### src/rtl/int_ctrl_pkg.sv
// Shared constants, register map and vector helper for the int_ctrl interrupt controller.
package int_ctrl_pkg;

  localparam int         INT_CTRL_NSRC    = 4;
  localparam logic [7:0] INT_CTRL_BASE    = 8'hF0;
  localparam logic [7:0] INT_CTRL_OFS_MASK  = 8'd0;
  localparam logic [7:0] INT_CTRL_OFS_PEND  = 8'd1;
  localparam logic [7:0] INT_CTRL_OFS_VBASE = 8'd2;
  localparam logic [7:0] INT_CTRL_OFS_EOI   = 8'd3;
  localparam logic [7:0] INT_CTRL_OFS_ISR   = 8'd4;
  localparam logic [2:0] INT_CTRL_SPUR_LO = 3'b111;

  typedef enum logic [2:0] {
    REG_NONE,
    REG_MASK,
    REG_PEND,
    REG_VBASE,
    REG_EOI,
    REG_ISR
  } reg_sel_e;

  function automatic reg_sel_e reg_decode(input logic [7:0] a);
    reg_sel_e sel;
    case (a)
      INT_CTRL_BASE + INT_CTRL_OFS_MASK:  sel = REG_MASK;
      INT_CTRL_BASE + INT_CTRL_OFS_PEND:  sel = REG_PEND;
      INT_CTRL_BASE + INT_CTRL_OFS_VBASE: sel = REG_VBASE;
      INT_CTRL_BASE + INT_CTRL_OFS_EOI:   sel = REG_EOI;
      INT_CTRL_BASE + INT_CTRL_OFS_ISR:   sel = REG_ISR;
      default:                            sel = REG_NONE;
    endcase
    return sel;
  endfunction

  // Spurious acks still carry VBASE so the CPU lands in a known handler slot.
  function automatic logic [7:0] make_vec(input logic [4:0] vbase, input logic valid,
                                          input logic [1:0] idx);
    return valid ? {vbase, idx, 1'b0} : {vbase, INT_CTRL_SPUR_LO};
  endfunction

endpackage

### src/rtl/int_ctrl_prio.sv
// int_prio_enc: combinational winner select; a source is blocked by any in-service bit at or above its priority.
module int_prio_enc
  import int_ctrl_pkg::*;
(
  input  logic [INT_CTRL_NSRC-1:0] pend,
  input  logic [INT_CTRL_NSRC-1:0] mask,
  input  logic [INT_CTRL_NSRC-1:0] isr,
  output logic                     valid,
  output logic [1:0]               idx
);

  logic blocked;

  always_comb begin
    valid   = 1'b0;
    idx     = 2'd0;
    blocked = 1'b0;
    for (int i = 0; i < INT_CTRL_NSRC; i++) begin
      blocked = blocked | isr[i];
      if (!valid && !blocked && pend[i] && mask[i]) begin
        valid = 1'b1;
        idx   = i[1:0];
      end
    end
  end

endmodule

### src/rtl/int_ctrl.sv
// int_ctrl: 4-source vectored interrupt controller on a Z80-style IO bus.
// Define INT_CTRL_EDGE_EN for rising-edge request capture; default is level capture.
module int_ctrl
  import int_ctrl_pkg::*;
(
  input  logic        clk,
  input  logic        reset,
  input  logic [3:0]  irq,
  input  logic        n_iorq,
  input  logic        n_m1,
  input  logic        n_rd,
  input  logic        n_wr,
  input  logic [15:0] addr,
  input  logic [7:0]  wdata,
  output logic [7:0]  rdata,
  output logic        rdata_en,
  output logic        n_int
);

  logic [3:0] mask, pend, isr;
  logic [4:0] vbase;
  logic [7:0] vec;
  logic       wr_hist, ack_hist;

  logic       valid;
  logic [1:0] idx;
  reg_sel_e   sel;
  logic       io_cyc, ack, ack_first, ack_take, wr_stb;
  logic [3:0] set_ev, win_oh, eoi_clr, w1c, pend_nxt, isr_nxt;
  logic [7:0] vec_now;
  logic       unused_addr_hi;

  assign unused_addr_hi = ^addr[15:8];

  int_prio_enc u_prio (
    .pend (pend),
    .mask (mask),
    .isr  (isr),
    .valid(valid),
    .idx  (idx)
  );

  assign sel       = reg_decode(addr[7:0]);
  assign io_cyc    = !n_iorq && n_m1;
  assign ack       = !n_iorq && !n_m1;
  assign ack_first = ack && !ack_hist;
  assign ack_take  = ack_first && valid;
  assign wr_stb    = io_cyc && !n_wr && wr_hist;
  assign vec_now   = make_vec(vbase, valid, idx);
  assign win_oh    = ack_take ? (4'b0001 << idx) : 4'b0000;
  assign eoi_clr   = (wr_stb && sel == REG_EOI) ? (isr & (~isr + 4'd1)) : 4'b0000;
  assign w1c       = (wr_stb && sel == REG_PEND) ? wdata[3:0] : 4'b0000;

`ifdef INT_CTRL_EDGE_EN
  logic [3:0] irq_hist;

  always_ff @(posedge clk) begin
    if (reset) irq_hist <= 4'b0000;
    else       irq_hist <= irq;
  end

  assign set_ev = irq & ~irq_hist;
`else
  assign set_ev = irq;
`endif

  // New requests are OR-ed in last so a same-cycle set beats W1C or ack clear.
  assign pend_nxt = (pend & ~w1c & ~win_oh) | set_ev;
  assign isr_nxt  = (isr & ~eoi_clr) | win_oh;

  always_ff @(posedge clk) begin
    if (reset) begin
      mask     <= 4'b0000;
      pend     <= 4'b0000;
      isr      <= 4'b0000;
      vbase    <= 5'd0;
      vec      <= 8'h00;
      wr_hist  <= 1'b1;
      ack_hist <= 1'b0;
      n_int    <= 1'b1;
    end else begin
      pend     <= pend_nxt;
      isr      <= isr_nxt;
      wr_hist  <= n_wr;
      ack_hist <= ack;
      n_int    <= ack_first ? 1'b1 : !valid;
      if (wr_stb && sel == REG_MASK)  mask  <= wdata[3:0];
      if (wr_stb && sel == REG_VBASE) vbase <= wdata[7:3];
      if (ack_first)                  vec   <= vec_now;
    end
  end

  // First ack cycle bypasses the latch so the vector is valid immediately.
  always_comb begin
    rdata    = 8'h00;
    rdata_en = 1'b0;
    if (ack) begin
      rdata_en = 1'b1;
      rdata    = ack_first ? vec_now : vec;
    end else if (io_cyc && !n_rd) begin
      case (sel)
        REG_MASK:  begin rdata_en = 1'b1; rdata = {4'b0000, mask}; end
        REG_PEND:  begin rdata_en = 1'b1; rdata = {4'b0000, pend}; end
        REG_VBASE: begin rdata_en = 1'b1; rdata = {vbase, 3'b000}; end
        REG_ISR:   begin rdata_en = 1'b1; rdata = {4'b0000, isr};  end
        default:   ;
      endcase
    end
  end

endmodule

### config.mk
export PLATFORM = sky130hd
export DESIGN_NAME = int_ctrl
export DESIGN_NICKNAME = d
export VERILOG_FILES = /design/src/rtl/int_ctrl_pkg.sv /design/src/rtl/int_ctrl_prio.sv /design/src/rtl/int_ctrl.sv
export SDC_FILE = /design/constraint.sdc
export NUM_CORES = 1
export LEC_CHECK = 0
export ABC_AREA = 1
export CAP_MARGIN = 15
export CORE_AREA = 4 4 71 57
export DETAILED_ROUTE_END_ITERATION = 12
export DIE_AREA = 0 0 75 61
export HOLD_SLACK_MARGIN = 0.05
export PLACE_DENSITY = 0.92
export RECOVER_POWER = 100
export SLEW_MARGIN = 5
export SYNTH_ARGS = -nofsm -noshare
export SYNTH_HDL_FRONTEND = slang
export SYNTH_HIERARCHICAL = 1
export SYNTH_SLANG_ARGS = --single-unit
### constraint.sdc
create_clock -name clk -period 1.95 [get_ports clk]
set_input_delay 0.195 -clock clk [delete_from_list [all_inputs] [get_ports clk]]
set_output_delay 0.195 -clock clk [all_outputs]
set_load 0.01 [all_outputs]
==> impl_metrics.toml <==
[detailed_routing]
drt-met1-wl_um = 2080
num_vias = 1969
vias_per_cell = 5.44
wl_met2_um = 2400
top_layer_used = "met4"
drc = 0
wl_met3_um = 414
drtAntennaViolNets = 0
wl_per_cell_um = 13.7
drtIter0Drc = 222
firstDrtPassIters = 5
drt_wl_total_um = 4970

[clock_network]
clock-root-buffer = "clkbuf_8"
cts_buffers = 3
cts.clk_slew.worst_paths_ps = 100
clk_latency_ps = 280
ctsHoldBuffers = 0
cts_buffer_depth = 2
htree_levels = 1
clock-sinks = 28
cts_tree = "yes"

[timing]
worst_pin_slew_ps = 727
slew_headroom = 0.515
setup_viol = 0
period_minus_slack_ps = 1890
final_hold_viol_count = 0
min_period_over_period = 0.971
fin_skew_ps = 4.79
slew_violations = 0
fmax_mhz = 528
timing.hold.ws_ps = 446

[global_routing]
grt_overflow_total = 0
grt_max_degree = 17
grt_pass1_wl_um = 7850
globalRouteTotalUtil = 0.223
grt_pass1_vias = 1782
antenna_found_initial = 0

[final_layout]
mostFrequentLayoutCell = "nand2_1"
fillCellCount = 246
syn_to_final_growth_pct = 42.3
mostFrequentLayoutCells = "nand2_1 (53), nor2_1 (32), buf_4 (30), inv_1 (29), dfxtp_1 (25)"
final_area_sq_mm = 0.00240
final_cells = 362
num_antenna_cells = 0
multi_input_area_sq_um = 990
drive_above_1_share = 0.258
area.sequential_sq_um = 567
nets = 357

[logic_synthesis]
postSynthCellCount = 254
synthFlopType = "dfxtp_1"
synth_enable_flop_cells = 0
ys_top_cells_by_area = "dfxtp_1 (33%), nand2_1 (12%), nor2_1 (7.8%)"
synth_cell_types = 31
synth_area_leader_cell = "dfxtp_1"
synth_fp_nets = 288
yosysSeqAreaShare = 0.333
synth_area_sq_mm = 0.00168
ys_ff_latch = 28
synth.yosys.warnings = 6
async_flop_share = 0
avgSynthCellArea_sq_um = 6.63
synth_top_area_share = 0.333

[floorplanning]
row_count = 18
fp.dieH_um = 61
dieArea_sq_mm = 0.00458
die_x_um = 75
coreArea_sq_mm = 0.00327
io_pins = 44
initial_utilization = 0.516

[placed_design]
placed_cell_area_sq_mm = 0.00229
routabilityCongestion = 0.984
io_buffers = 35
place_inst = 355
dp_hpwl_um = 3590

[setup_path]
r2r_end = "pend[0]"
timing.rr.start = "isr[0]"
reg2reg_slack_ps = 250
crit_path_start_kind = "flip-flop"
crit_fanout = 4
arrival_ps = 1700
cp-end-kind = "output pin"
path_class = "reg2out"
reg2reg_depth = 10
worst_ep_required_time_ps = 1750

[status]
status = "complete, no violations"

[pwr]
ir_drop_mv = 0.356
leakage_uw = 0.00106
p_per_area_mw_per_mm2 = 542

[worst_hold_path]
holdPathEnd = "pend[1]"
min_path_cells = 3
hp-start = "irq[1]"
hold_path.class = "in2reg"

[flow_run]
maxCapViolations = 0
layout make-up:
class	count	area share
Clock inverter	1	0.0125
Clock buffer	3	0.0172
Tap cell	40	0.0209
Sequential cell	28	0.237
Timing Repair Buffer	69	0.243
Multi-Input combinational cell	186	0.413
Inverter	35	0.0569
cell usage after synthesis (3+ instances only):
library cell   n
nand2_1       55
nor2_1        35
inv_1         31
dfxtp_1       28
nand3_1       24
o21ai_0       12
a21oi_1        9
nor2_2         8
nand4_1        7
a21oi_2        5
or2_0          5
nor2_4         4
inv_2          3
nand2_2        3
nor3_1         3
what timing repair did:
item / in CTS / in global routing
pin swaps: 1 / 6
endpoints found under the setup margin: 9 / 8
resized for setup: 21 / 22
buffers inserted: 0 / 3
how the worst max path moves through the flow:
stage / start / end / slack [ps] / cells after the start
final: isr[0] / rdata[2] / 60 / 8
after global routing: isr[0] / rdata[2] / -50 / 8
after CTS: isr[0] / rdata[2] / 6 / 8
after detailed placement: addr[3] / rdata[2] / -270 / 10
after global placement: n_m1 / rdata[3] / -230 / 8
after floorplan: isr[0] / rdata[0] / 530 / 9
flip-flops by register name (all words and copies together), names as in the netlist:
register and flops:
isr 4, wr_hist 1, vec 8, ack_hist 1, vbase 5, mask 4, n_int 1, pend 4
per-stage QoR:
| step | util | TNS, ps | setup WS, ps | total power [uW] |
|---|---|---|---|---|
| global route | 0.734 | -105 | -54.4 | 1340 |
| detailed placement | 0.700 | -1890 | -266 | 828 |
| floorplan | - | 0 | 527 | 694 |
| global placement | 0.700 | -1720 | -232 | 822 |
| finish | 0.734 | 0 | 57.0 | 1300 |
| CTS | 0.726 | 0 | 6.40 | 1280 |
report_power, final:
part	internal, uW	total [uW]	switching, uW
logic	113	221	108
clock network	275	478	202
registers	589	600	11.0
total	977	1300	321
metal layers:
layer,up-vias,global-route usage
li1,954,-
met1,898,0.275
met2,102,0.400
met3,15,0.0513
met4,0,0.0406
met5,-,0
critical path, stage by stage, from the launching register on:
cell,delay [ps]
dfxtp_4,380
nor2_4,120
nand2_2,80
nor2_2,120
nand3b_1,160
nand3_2,140
o221ai_2,200
nand2_1,80
clkbuf_2,130
kinds of logic (layout without fill, tap and decap cells):
| family | count (synthesis) | count (layout) | synth area share |
|---|---|---|---|
| buffers and inverters | 40 | 108 | 0.105 |
| AO/OA/AOI/OAI | 34 | 34 | 0.121 |
| AND/OR/NAND/NOR | 152 | 152 | 0.441 |
| flip-flops | 28 | 28 | 0.333 |
(Power assumes the default switching activity.)
